### config.mk
export PLATFORM = sky130hd
export DESIGN_NAME = id_issue_queue
export DESIGN_NICKNAME = d
export VERILOG_FILES = /design/src/rtl/id_issue_queue.sv
export SDC_FILE = /design/constraint.sdc
export NUM_CORES = 1
export LEC_CHECK = 0
export ABC_AREA = 1
export BUFFER_PORTS_ARGS = -buffer_cell sky130_fd_sc_hd__buf_2
export CELL_PAD_IN_SITES_DETAIL_PLACEMENT = 0
export CELL_PAD_IN_SITES_GLOBAL_PLACEMENT = 1
export CORE_ASPECT_RATIO = 0.75
export CORE_UTILIZATION = 50
export DETAILED_ROUTE_END_ITERATION = 8
export GPL_TIMING_DRIVEN = 0
export MAX_ROUTING_LAYER = met4
export PLACE_DENSITY_LB_ADDON = 0.08
export SLEW_MARGIN = 20
export SYNTH_ARGS = -nofsm -noshare
export SYNTH_HDL_FRONTEND = slang
export SYNTH_SLANG_ARGS = --single-unit
### constraint.sdc
create_clock -name clk_in -period 7.6 [get_ports clk_in]
set_input_delay 1.14 -clock clk_in [delete_from_list [all_inputs] [get_ports clk_in]]
set_output_delay 1.14 -clock clk_in [all_outputs]
set_load 0.02 [all_outputs]
### src/rtl/id_issue_queue.sv
// In-order instruction queue with RV32I head decode, load-use scoreboard and registered issue.
// JAL issue redirects fetch and drops everything queued behind it.
module id_issue_queue #(
    parameter int unsigned XLEN     = 32,
    parameter int unsigned DEPTH    = 4,
    parameter int unsigned LOAD_LAT = 1
) (
    input  logic            clk_in,
    input  logic            rst_in,
    input  logic            flush_in,
    input  logic            in_valid,
    output logic            in_ready,
    input  logic [XLEN-1:0] in_pc,
    input  logic [31:0]     in_inst,
    output logic            out_valid,
    input  logic            out_ready,
    output logic [XLEN-1:0] out_pc,
    output logic [4:0]      out_rs1,
    output logic [4:0]      out_rs2,
    output logic [4:0]      out_rd,
    output logic            out_rs1_en,
    output logic            out_rs2_en,
    output logic            out_rd_we,
    output logic [XLEN-1:0] out_imm,
    output logic            out_imm_en,
    output logic [3:0]      out_aluop,
    output logic [3:0]      out_alusel,
    output logic            out_is_load,
    output logic            redirect_valid,
    output logic [XLEN-1:0] redirect_pc,
    output logic            stall_o
);

    localparam int unsigned PW = (DEPTH > 1) ? $clog2(DEPTH) : 1;
    localparam logic [PW:0]   CntDepth = (PW + 1)'(DEPTH);
    localparam logic [PW:0]   CntOne   = (PW + 1)'(1);
    localparam logic [PW-1:0] PtrOne   = PW'(1);
    localparam logic [2:0]    Lat      = 3'(LOAD_LAT);

    localparam logic [6:0] OpLui    = 7'b0110111;
    localparam logic [6:0] OpAuipc  = 7'b0010111;
    localparam logic [6:0] OpJal    = 7'b1101111;
    localparam logic [6:0] OpJalr   = 7'b1100111;
    localparam logic [6:0] OpBranch = 7'b1100011;
    localparam logic [6:0] OpLoad   = 7'b0000011;
    localparam logic [6:0] OpStore  = 7'b0100011;
    localparam logic [6:0] OpImm    = 7'b0010011;
    localparam logic [6:0] OpReg    = 7'b0110011;

    localparam logic [3:0] SelNop    = 4'd0;
    localparam logic [3:0] SelLui    = 4'd1;
    localparam logic [3:0] SelAuipc  = 4'd2;
    localparam logic [3:0] SelJal    = 4'd3;
    localparam logic [3:0] SelJalr   = 4'd4;
    localparam logic [3:0] SelBranch = 4'd5;
    localparam logic [3:0] SelLoad   = 4'd6;
    localparam logic [3:0] SelStore  = 4'd7;
    localparam logic [3:0] SelLogic  = 4'd8;

    // Queue storage and pointers
    logic [31:0]     q_inst [DEPTH];
    logic [XLEN-1:0] q_pc   [DEPTH];
    logic [PW-1:0]   rd_ptr_q, wr_ptr_q;
    logic [PW:0]     count_q;

    // Scoreboard: cycles until each register's pending load data is usable
    logic [2:0]  sb_q [31:1];
    logic [31:0] busy;

    // Registered issue bundle
    logic            out_valid_q;
    logic [XLEN-1:0] out_pc_q;
    logic [4:0]      out_rs1_q, out_rs2_q, out_rd_q;
    logic            out_rs1_en_q, out_rs2_en_q, out_rd_we_q;
    logic [XLEN-1:0] out_imm_q;
    logic            out_imm_en_q;
    logic [3:0]      out_aluop_q, out_alusel_q;
    logic            out_is_load_q;
    logic            redirect_valid_q;
    logic [XLEN-1:0] redirect_pc_q;

    // Head decode
    logic [31:0]     head_inst;
    logic [XLEN-1:0] head_pc;
    logic [6:0]      opcode;
    logic [2:0]      funct3;
    logic [4:0]      dec_rs1, dec_rs2, dec_rd;
    logic            dec_rs1_en, dec_rs2_en, dec_rd_wr, dec_rd_we;
    logic            dec_imm_en, dec_is_load;
    logic [3:0]      dec_aluop, dec_alusel;
    logic [31:0]     imm32;
    logic [XLEN-1:0] dec_imm;
    logic [XLEN-1:0] jal_target;

    logic empty, hazard, issue, jal_issue, push;

    assign head_inst = q_inst[rd_ptr_q];
    assign head_pc   = q_pc[rd_ptr_q];
    assign opcode    = head_inst[6:0];
    assign funct3    = head_inst[14:12];
    assign dec_rd    = head_inst[11:7];
    assign dec_rs1   = head_inst[19:15];
    assign dec_rs2   = head_inst[24:20];

    always_comb begin
        dec_rs1_en  = 1'b0;
        dec_rs2_en  = 1'b0;
        dec_rd_wr   = 1'b0;
        dec_imm_en  = 1'b0;
        dec_is_load = 1'b0;
        dec_aluop   = 4'd0;
        dec_alusel  = SelNop;
        imm32       = 32'd0;
        unique case (opcode)
            OpLui: begin
                dec_alusel = SelLui;
                dec_rd_wr  = 1'b1;
                dec_imm_en = 1'b1;
                imm32      = {head_inst[31:12], 12'd0};
            end
            OpAuipc: begin
                dec_alusel = SelAuipc;
                dec_rd_wr  = 1'b1;
                dec_imm_en = 1'b1;
                imm32      = {head_inst[31:12], 12'd0};
            end
            OpJal: begin
                dec_alusel = SelJal;
                dec_rd_wr  = 1'b1;
                dec_imm_en = 1'b1;
                imm32      = {{11{head_inst[31]}}, head_inst[31], head_inst[19:12],
                              head_inst[20], head_inst[30:21], 1'b0};
            end
            OpJalr: begin
                dec_alusel = SelJalr;
                dec_rs1_en = 1'b1;
                dec_rd_wr  = 1'b1;
                dec_imm_en = 1'b1;
                dec_aluop  = {1'b0, funct3};
                imm32      = {{20{head_inst[31]}}, head_inst[31:20]};
            end
            OpBranch: begin
                dec_alusel = SelBranch;
                dec_rs1_en = 1'b1;
                dec_rs2_en = 1'b1;
                dec_aluop  = {1'b0, funct3};
                imm32      = {{19{head_inst[31]}}, head_inst[31], head_inst[7],
                              head_inst[30:25], head_inst[11:8], 1'b0};
            end
            OpLoad: begin
                dec_alusel  = SelLoad;
                dec_rs1_en  = 1'b1;
                dec_rd_wr   = 1'b1;
                dec_imm_en  = 1'b1;
                dec_is_load = 1'b1;
                dec_aluop   = {1'b0, funct3};
                imm32       = {{20{head_inst[31]}}, head_inst[31:20]};
            end
            OpStore: begin
                dec_alusel = SelStore;
                dec_rs1_en = 1'b1;
                dec_rs2_en = 1'b1;
                dec_imm_en = 1'b1;
                imm32      = {{20{head_inst[31]}}, head_inst[31:25], head_inst[11:7]};
            end
            OpImm: begin
                dec_alusel = SelLogic;
                dec_rs1_en = 1'b1;
                dec_rd_wr  = 1'b1;
                dec_imm_en = 1'b1;
                // funct7[5] only distinguishes SRAI from SRLI; elsewhere it is immediate bits
                dec_aluop  = {(funct3 == 3'b101) & head_inst[30], funct3};
                imm32      = {{20{head_inst[31]}}, head_inst[31:20]};
            end
            OpReg: begin
                dec_alusel = SelLogic;
                dec_rs1_en = 1'b1;
                dec_rs2_en = 1'b1;
                dec_rd_wr  = 1'b1;
                dec_aluop  = {head_inst[30], funct3};
            end
            default: ;
        endcase
    end

    assign dec_rd_we  = dec_rd_wr && (dec_rd != 5'd0);
    assign dec_imm    = XLEN'($signed(imm32));
    assign jal_target = head_pc + dec_imm;

    always_comb begin
        busy = 32'd0;
        for (int i = 1; i < 32; i++) begin
            busy[i] = (sb_q[i] != 3'd0);
        end
    end

    // busy[0] is constant 0, so x0 sources never stall
    assign hazard    = (dec_rs1_en && busy[dec_rs1]) || (dec_rs2_en && busy[dec_rs2]);
    assign empty     = (count_q == '0);
    assign stall_o   = !empty && hazard;
    assign in_ready  = (count_q < CntDepth);
    assign issue     = !empty && !hazard && !flush_in && (!out_valid_q || out_ready);
    assign jal_issue = issue && (dec_alusel == SelJal);
    assign push      = in_valid && in_ready && !flush_in && !jal_issue;

    always_ff @(posedge clk_in) begin
        if (push) begin
            q_inst[wr_ptr_q] <= in_inst;
            q_pc[wr_ptr_q]   <= in_pc;
        end
    end

    always_ff @(posedge clk_in) begin
        if (rst_in) begin
            rd_ptr_q         <= '0;
            wr_ptr_q         <= '0;
            count_q          <= '0;
            out_valid_q      <= 1'b0;
            out_pc_q         <= '0;
            out_rs1_q        <= '0;
            out_rs2_q        <= '0;
            out_rd_q         <= '0;
            out_rs1_en_q     <= 1'b0;
            out_rs2_en_q     <= 1'b0;
            out_rd_we_q      <= 1'b0;
            out_imm_q        <= '0;
            out_imm_en_q     <= 1'b0;
            out_aluop_q      <= '0;
            out_alusel_q     <= '0;
            out_is_load_q    <= 1'b0;
            redirect_valid_q <= 1'b0;
            redirect_pc_q    <= '0;
        end else if (flush_in) begin
            rd_ptr_q         <= '0;
            wr_ptr_q         <= '0;
            count_q          <= '0;
            out_valid_q      <= 1'b0;
            redirect_valid_q <= 1'b0;
        end else begin
            if (jal_issue) begin
                rd_ptr_q <= '0;
                wr_ptr_q <= '0;
                count_q  <= '0;
            end else begin
                if (push) wr_ptr_q <= wr_ptr_q + PtrOne;
                if (issue) rd_ptr_q <= rd_ptr_q + PtrOne;
                unique case ({push, issue})
                    2'b10:   count_q <= count_q + CntOne;
                    2'b01:   count_q <= count_q - CntOne;
                    default: ;
                endcase
            end

            if (issue) begin
                out_valid_q   <= 1'b1;
                out_pc_q      <= head_pc;
                out_rs1_q     <= dec_rs1;
                out_rs2_q     <= dec_rs2;
                out_rd_q      <= dec_rd;
                out_rs1_en_q  <= dec_rs1_en;
                out_rs2_en_q  <= dec_rs2_en;
                out_rd_we_q   <= dec_rd_we;
                out_imm_q     <= dec_imm;
                out_imm_en_q  <= dec_imm_en;
                out_aluop_q   <= dec_aluop;
                out_alusel_q  <= dec_alusel;
                out_is_load_q <= dec_is_load;
            end else if (out_ready) begin
                out_valid_q <= 1'b0;
            end

            redirect_valid_q <= jal_issue;
            if (jal_issue) redirect_pc_q <= jal_target;
        end
    end

    // Flush keeps the scoreboard: loads already in EX still complete
    always_ff @(posedge clk_in) begin
        for (int i = 1; i < 32; i++) begin
            if (rst_in) begin
                sb_q[i] <= 3'd0;
            end else if (issue && dec_is_load && (dec_rd == 5'(i))) begin
                sb_q[i] <= Lat;
            end else if (out_ready && (sb_q[i] != 3'd0)) begin
                sb_q[i] <= sb_q[i] - 3'd1;
            end
        end
    end

    assign out_valid      = out_valid_q;
    assign out_pc         = out_pc_q;
    assign out_rs1        = out_rs1_q;
    assign out_rs2        = out_rs2_q;
    assign out_rd         = out_rd_q;
    assign out_rs1_en     = out_rs1_en_q;
    assign out_rs2_en     = out_rs2_en_q;
    assign out_rd_we      = out_rd_we_q;
    assign out_imm        = out_imm_q;
    assign out_imm_en     = out_imm_en_q;
    assign out_aluop      = out_aluop_q;
    assign out_alusel     = out_alusel_q;
    assign out_is_load    = out_is_load_q;
    assign redirect_valid = redirect_valid_q;
    assign redirect_pc    = redirect_pc_q;

endmodule

# [Word level (Yosys, flattened, before mapping)]
# Memories as Yosys holds them, arrays and structs flattened. A register that Yosys moved wholly into a read port is not among the register bits.
# Cells that the tools add are included.
[totals] ff_bits=133 latch_bits=0 ram_bits=349 romBits=0 inputBits=69 out_inout_bits=128 word_cells=598 mem_count=3
[mem_list] memory="q_inst" depth=4 word_bits=32 read_ports=1 rd_ports_with_merged_regs=1 wr=1 line="61" rtl="logic [31:0] q_inst [DEPTH];"
[mem_list] memory="q_pc" depth=4 word_bits=32 read_ports=1 rd_ports_with_merged_regs=1 wr=1 line="62" rtl="logic [XLEN-1:0] q_pc [DEPTH];"
[mem_list] memory="sb_q" depth=31 word_bits=3 read_ports=31 rd_ports_with_merged_regs=0 wr=31 line="67" rtl="logic [2:0] sb_q [31:1];"
[classes] n_addsub=36 n_mul=0 div=0 n_lt_le_gt_ge=3 eq_ne=44 shifts=0 muxes=302 bitwise_logic=64 n_reduce_logical=128
[ops] op="$mux W1" n=230
[ops] op="$mux W3" n=62
[ops] op="$pmux W32 S5" n=1
[ops] op="$sub A3 B1 Y3 const B" n=32
[ops] op="$reduce_bool A3 Y1" n=31
[ops] op="$eq A5 B5 Y1 const B" n=16
[ops] op="$logic_and A1 B1 Y1" n=74
[ops] op="$or A1 B1 Y1" n=62
[ops] op="$eq A5 B4 Y1 const B" n=8
[ops] op="$add A32 B32 Y32" n=1
[ops] op="$pmux W4 S8" n=1
[ops] op="$eq A7 B6 Y1 const B" n=3
[ops] op="$eq A7 B7 Y1 const B" n=3
[ops] op="$eq A5 B3 Y1 const B" n=4
[ops] op="$eq A7 B5 Y1 const B" n=2
[ops] op="$reduce_or A7 Y1" n=2
[ops] op="$lt A5 B6 Y1 const B" n=2
[ops] op="$pmux W4 S3" n=1
[ops] op="$reduce_or A3 Y1" n=4
[ops] op="$bmux W1 S5" n=2
[ops] op="$eq A5 B2 Y1 const B" n=2
[ops] op="$mux W2" n=4
[ops] op="$eq A7 B2 Y1 const B" n=1
[ops] op="$pmux W3 S2" n=1
[ops] op="18 further kinds" n=28

# [Logic depth before layout (Yosys ltp)]
# Gate-level depths: netlist of the first run.
# An unclocked memory read counts as a cell.
[logic_depth] word_depth=17 depth_mapped=28 mapped_depth_nobuf=25

# [Worst setup path after synthesis of the first run]
# No wires, ideal clock.
[synth_timing] kind="flip-flop to flip-flop" from="register (tool-made name)" to="memory q_inst[0][0] (enable)" setup_ns=0.486 t_arrival_ns=4.569 required_time_ns=7.114 slack_ns=2.544 stages_incl_launch_ff=17 n_path_buf=3 period_less_slack_ns=5.056 cell_sequence="dfxtp_1 > buf_6 > inv_6 > buf_6 > nand3_1 > nand3_1 > nand2_1 > nor2_2 > nand3_1 > buf_2 > o21ai_2 > nand3_1 > nand2_2 > nor2_8 > nand3_2 > nand2_1 > nor2_1"
[synth_rtl] item="to (decl)" line="61"

==> out/metrics.cfg, run 1 <==
[outcome]
status = finished, final reports clean

[global_route]
gr-usage-all-layers_pct = 33.36
grt_pass1_vias = 17549
grt_start_max_net_pins = 25
grt_overflow = 0
grt_pass1_wl_um = 112500
antenna_found_initial = 1

[cells_and_area]
num-nets-final = 2887
drive_gt1_share_pct = 14.29
final_area_um2 = 26950
final_common_cell = nand2_1
finalCoreUtilization_pct = 58.55
area_growth_syn_to_layout_pct = 15.68
layout_common_cells = 380 x nand2_1, 371 x nor2_1, 349 x edfxtp_1
fill_cells = 4041

[clocking]
numCtsBuffers = 47
post-cts-setup-buffer-count = 0
cts_resized = 0
clkTransAtPathRegs_ns = 0.06
clk_latency_ns = 0.59
cts_tree = built
ctsHoldBuffers = 0
htree_levels = 2
cts_sinks = 484
cts_max_path_buffers = 3
root_buffer = clkbuf_16

[power]
design_power_total_mw = 6.173
peakVddDrop_mv = 0.1943
power_density_nw_per_um2 = 229.0
leakage_nw = 10.87

[detailed_routing]
vias_per_cell = 5.770
post-route-drc-count = 0
postRouteAntennaNets = 0
wirelength_um = 77970
firstDrtPassIters = 5
drtIter0Drc = 2468
via_count = 19549
wl_per_cell_um = 23.01

[worst_setup_path]
slowest_delay_ns = 0.71
worstSetupPathType = flop to flop
critPathRequiredTime_ns = 8.10
critPathLaunchType = flop
path_max_fanout = 10
critPathCaptureType = flop
path_cells = buf_6 > inv_6 > buf_6 > buf_4 > clkbuf_1 > clkbuf_1 > clkbuf_1 > nand2_1 > a32oi_1 > inv_1 > fa_1 > o21ai_0 > a21oi_1 > o21ai_0 > nand4_1 > nand2_1 > xor2_1 > nand4_1 > a21oi_1
crit_arrival_ns = 7.03
cpMostUsedCell = clkbuf_1
slowest_stage = a32oi_1
r2r_cells = 19

[placed_design]
gp_congestion = 0.9941
dp_slack_ns = 1.306
dp_hpwl_um = 60100
portBuffers = 195
post_dp_cell_area_um2 = 25380

[floorplanning]
die_area_um2 = 47470
start_util_pct = 50.62
fp.dieH_um = 188.9
std_cell_rows = 68
core_area_um2 = 46030
ios = 197
die_x_um = 251.3

[sta]
setup_viol = 0
worst_slack_ns = 1.068
rsz0062_at_grt = false
max_clock_freq_mhz = 153.1
drv_slew = 0
period_share_pct = 85.95
layout_min_cycle_time_ns = 6.532
worst_slew_pin_slew_ns = 1.023
whs_ns = 0.4601
skew_ns = 0.02205
slew_headroom_pct = 31.83
final-hold-violation-count = 0

[yosys]
synth.distinct_cells = 46
synth_compound_area_share_pct = 9.736
synthMuxAreaShare_pct = 0
yosys.area.top_type_share_pct = 44.98
avgSynthCellArea_um2 = 9.467
yosys.area_share.simple_pct = 20.76
syn_inst = 2461
netlist_area_um2 = 23300
yosys.area.top_type = edfxtp_1
synth_area_leaders = edfxtp_1 45%, dfxtp_1 12%, nand2_1 6.1%, nor2_1 6.0%, ha_1 5.3%
yosysSeqAreaShare_pct = 56.58
synthAdderAreaFrac_pct = 5.435
syn-num-nets = 2630
synth_top_family_by_area = simple AND/OR/NAND/NOR gates
ys.warnings.count = 0
synth_xor_area_share_pct = 1.090
ys_ff_latch = 484

[flow_run]
maxCapViolations = 0

[min_path]
whs_path_depth = 2
hp-class = flop to flop

## Yosys cell counts, drive strengths merged
cell	instances
nand2	389
or2	21
nand3b	30
clkbuf	68
fa	2
xnor2	9
edfxtp	349
a32o	1
a21o	2
nor4	11
o21ai	173
nor3	12
ha	98
a31oi	1
xor2	20
clkinv	2
a21oi	158
nor2	378
nand3	157
o21bai	1
a21boi	4
o21a	3
o211ai	12
inv	215
dfxtp	135
nand4	94
buf	61
a32oi	19
o22ai	36
## worst max-delay path, delay by kind of cell, from the launching register on
family	cells	cell delay, ns
adder cells (fa/ha/maj)	1	0.51
AO/OA/AOI/OAI	5	2.38
flip-flops	1	0.31
AND/OR/NAND/NOR	4	0.58
buffers and inverters	8	2.26
XOR/XNOR	1	0.39
## flip-flops by register name, summed over array words and instances, names as in the netlist, 32 cells and up, named ones only
register and flops:
out_imm 32, q_pc 128, sb_q 93, redirect_pc 32
out_pc 32, q_inst 128
## logic make-up after synthesis
group | after synthesis
and+or+nand+nor | 1092
DFF | 484
AOI/OAI and AO/OA | 410
adders and majority gates | 100
buffers and inverters | 346
xor gates and xnor gates | 29
## final cells by class
| type | count | area (um^2) | area share [%] |
|---|---|---|---|
| Antenna cell | 1 | 2.502 | 0.009285 |
| Buffer | 129 | 668.1 | 2.479 |
| Clock buffer | 67 | 1353 | 5.018 |
| Clock inverter | 21 | 219.0 | 0.8124 |
| Inverter | 217 | 822.0 | 3.050 |
| Multi-Input combinational cell | 1631 | 8656 | 32.12 |
| Sequential cell | 484 | 13180 | 48.91 |
| Tap cell | 630 | 788.3 | 2.925 |
| Timing Repair Buffer | 208 | 1261 | 4.679 |
## where the power goes
group | internal [mW] | leakage (nW) | switching, mW | total (mW)
clock network | 1.38 | 0.776 | 1.01 | 2.38
logic | 0.248 | 5.67 | 0.542 | 0.790
registers | 2.96 | 4.42 | 0.0423 | 3.00
total | 4.58 | 10.9 | 1.59 | 6.17
## layer usage
metal	GRT usage [%]	routed length [um]	part of all wire, %	up-vias
li1	-	-	-	9043
met1	52.56	37120	48	9439
met2	44.49	31260	40	983
met3	5.801	8338	11	84
met4	6.238	1244	1.6	0
met5	-	0	0	-
## worst paths after layout
kind	slack [ns]	end	from
min	0.46	redirect_pc[0]	redirect_pc[0]
max	1.07	redirect_pc[30]	flop
min reg2reg	0.46	redirect_pc[0]	redirect_pc[0]
max reg2reg	1.07	redirect_pc[30]	flop
## stage by stage
step                cells  TNS [ns]
detailed placement   3299         0
floorplan            2461         0
CTS                  3387         0
finish               3388         0
global route         3388         0
global placement     3286   -260.06
No activity file was read; power rests on OpenSTA's default activity.
==> inputs of run 2 (changes only) <==
--- a/config.mk
+++ b/config.mk
@@ -14,7 +14,7 @@
 export DETAILED_ROUTE_END_ITERATION = 8
 export GPL_TIMING_DRIVEN = 0
 export MAX_ROUTING_LAYER = met4
-export PLACE_DENSITY_LB_ADDON = 0.08
+export PLACE_DENSITY = 0.86
 export SLEW_MARGIN = 20
 export SYNTH_ARGS = -nofsm -noshare
 export SYNTH_HDL_FRONTEND = slang
==> run 2 against run 1 <==
- the run now ends with design-rule violations left
- wire length is 3.0% lower
- core utilization is 0.16 points higher
- design area grew 0.27%
- flip-flop and latch count is the same
- combinational power about the same
- fmax up 3.2%
- sequential power barely moved
- die area did not move
- hold slack better by 0.0054 ns
- critical path type unchanged
- largest power group unchanged
==> out/metrics.cfg, run 2 (same netlist as run 1, synthesis figures left out) <==
[floorplanning]
die_x_um = 251.3  ; unchanged
core_area_um2 = 46030  ; unchanged
fp.dieH_um = 188.9  ; unchanged
std_cell_rows = 68  ; unchanged
ios = 197  ; unchanged
die_area_um2 = 47470  ; unchanged
start_util_pct = 50.62  ; unchanged

[sta]
period_share_pct = 83.26  ; was 85.95%
tns_ns = 0  ; unchanged
max_clock_freq_mhz = 158.0  ; was 153.1 MHz
worst_slew_pin_slew_ns = 0.9897  ; was 1.023 ns
setup_viol = 0  ; unchanged
skew_ns = 0.02621  ; was 0.02205 ns
slew_headroom_pct = 34.02  ; was 31.83%
layout_min_cycle_time_ns = 6.328  ; was 6.532 ns
final-hold-violation-count = 0  ; unchanged
whs_ns = 0.4655  ; was 0.4601 ns
drv_slew = 0  ; unchanged
rsz0062_at_grt = false  ; unchanged

[detailed_routing]
postRouteAntennaNets = 0  ; unchanged
via_count = 19673  ; was 19.55k
vias_per_cell = 5.807  ; was 5.770
route.met3.wl_um = 8292  ; was 8338 um
wirelength_um = 75650  ; was 77,970 um
firstDrtPassIters = 8  ; was 5
drtIter0Drc = 2357  ; was 2,468
highest_layer = met4  ; unchanged
wl_per_cell_um = 22.33  ; was 23.01 um
wl_met1_um = 35470  ; was 37,120 um
post-route-drc-count = 1  ; was 0
dr_wl_met2_um = 30580  ; was 31,260 um

[clocking]
root_buffer = clkbuf_16  ; unchanged
cts_tree = built  ; unchanged
clkTransAtPathRegs_ns = 0.06  ; about the same
post-cts-setup-buffer-count = 0  ; unchanged
clk_latency_ns = 0.60  ; was 0.59 ns
ctsHoldBuffers = 0  ; unchanged
htree_levels = 2  ; unchanged
cts_resized = 0  ; unchanged
cts_max_path_buffers = 3  ; unchanged
cts_sinks = 484  ; unchanged
numCtsBuffers = 48  ; was 47

[global_route]
grt_pass1_vias = 17776  ; was 17.55k
antenna_found_initial = 0  ; was 1
grt_start_max_net_pins = 23  ; was 25
grt_pass1_wl_um = 111100  ; was 112,500 um
grt_overflow = 0  ; unchanged
gr-usage-all-layers_pct = 32.39  ; was 33.36%

[worst_setup_path]
r2r_slack_ns = 1.27  ; was 1.07 ns
path_max_fanout = 10  ; unchanged
critPathLaunchType = flop  ; unchanged
r2r_cells = 19  ; unchanged
crit_end = redirect_pc[30]  ; unchanged
critPathCaptureType = flop  ; unchanged
cpMostUsedCell = clkbuf_1  ; unchanged
r2r_end = redirect_pc[30]  ; unchanged
path_cells = buf_6 > inv_6 > buf_6 > buf_4 > clkbuf_1 > clkbuf_1 > clkbuf_1 > nand2_1 > a32oi_1 > inv_1 > fa_1 > o21ai_0 > a21oi_1 > o21ai_0 > nand4_1 > nand2_1 > xor2_1 > nand4_1 > a21oi_1  ; unchanged
crit_arrival_ns = 6.85  ; was 7.03 ns
slowest_delay_ns = 0.70  ; was 0.71 ns
worstSetupPathType = flop to flop  ; unchanged
slowest_stage = a32oi_1  ; unchanged
critPathRequiredTime_ns = 8.12  ; was 8.10 ns

[placed_design]
portBuffers = 195  ; unchanged
dp_hpwl_um = 58390  ; was 60,100 um
gp_congestion = 0.9821  ; was 0.9941
post_dp_cell_area_um2 = 25390  ; was 25,380 um^2

[outcome]
status = finished, violations left  ; was finished, final reports clean
violations = design-rule violations

[min_path]
hp-class = flop to flop  ; unchanged

[power]
peakVddDrop_mv = 0.1843  ; was 0.1943 mV
power_density_nw_per_um2 = 232.6  ; was 229.0 nW/um^2
leakage_nw = 10.89  ; was 10.87 nW

[cells_and_area]
layout_common_cells = 380 x nand2_1, 371 x nor2_1, 349 x edfxtp_1  ; unchanged
final_common_cell = nand2_1  ; unchanged
diodes = 0  ; was 1
final_area_um2 = 27030  ; was 26,950 um^2
largestRegisters = q_inst x128, q_pc x128, sb_q x93  ; unchanged
area_growth_syn_to_layout_pct = 16.00  ; was 15.68%
fill_cells = 3962  ; was 4,041
drive_gt1_share_pct = 14.36  ; was 14.29%
num-nets-final = 2887  ; unchanged

[flow_run]
maxCapViolations = 0  ; unchanged

run 2: worst min-delay path by stage:
stage                     depth (start not counted)  slack (ns)        from    endpoint
final                                             2        0.47  out_pc[19]  out_pc[19]
after global routing                              2        0.48   out_pc[6]   out_pc[6]
after CTS                                         2        0.46   out_pc[0]   out_pc[0]
after detailed placement                          2        0.45   out_pc[4]   out_pc[4]
after global placement                            2        0.45  out_pc[19]  out_pc[19]
after floorplan                                   2        0.44  count_q[0]  count_q[0]
run 2: layer usage:
metal,vias to the layer above,GRT usage [%]
met5,-,-
met4,0,6.238
met3,99,6.090
met2,1039,43.79
met1,9495,50.15
li1,9040,-
run 2: through the flow:
stage	util (%)	worst slack (ns)	power [mW]	instances
after detailed placement	55.15	1.481	3.829	3298
after global routing	58.71	1.077	6.499	3388
after floorplan	-	2.544	3.539	2461
final	58.71	1.272	6.286	3388
after CTS	58.71	1.484	6.298	3388
after global placement	54.45	-0.9500	3.793	3286
run 2: layout make-up:
| type | count | area [um^2] | area share [%] |
|---|---|---|---|
| clock inverter | 27 | 352.8 | 1.306 |
| sequential | 484 | 13180 | 48.78 |
| clock buffer | 63 | 1287 | 4.764 |
| multi-input combinational | 1631 | 8656 | 32.03 |
| inverter | 217 | 822.0 | 3.042 |
| tap | 630 | 788.3 | 2.917 |
| buffer | 129 | 668.1 | 2.472 |
| timing repair buffer | 207 | 1269 | 4.694 |
run 2: critical path, delay by kind of cell (launching register included):
family                     cells  cell delay, ns
AOI/OAI and AO/OA              5            2.29
buffers and inverters          8            2.22
and+or+nand+nor                4            0.57
adders and majority gates      1            0.50
xor gates and xnor gates       1            0.34
DFF                            1            0.31
run 2: power by group:
part	total, mW	switching [mW]	internal [mW]	leakage (nW)
Sequential	3.00	0.0432	2.96	4.42
Clock	2.50	1.05	1.45	0.799
Combinational	0.788	0.540	0.249	5.67
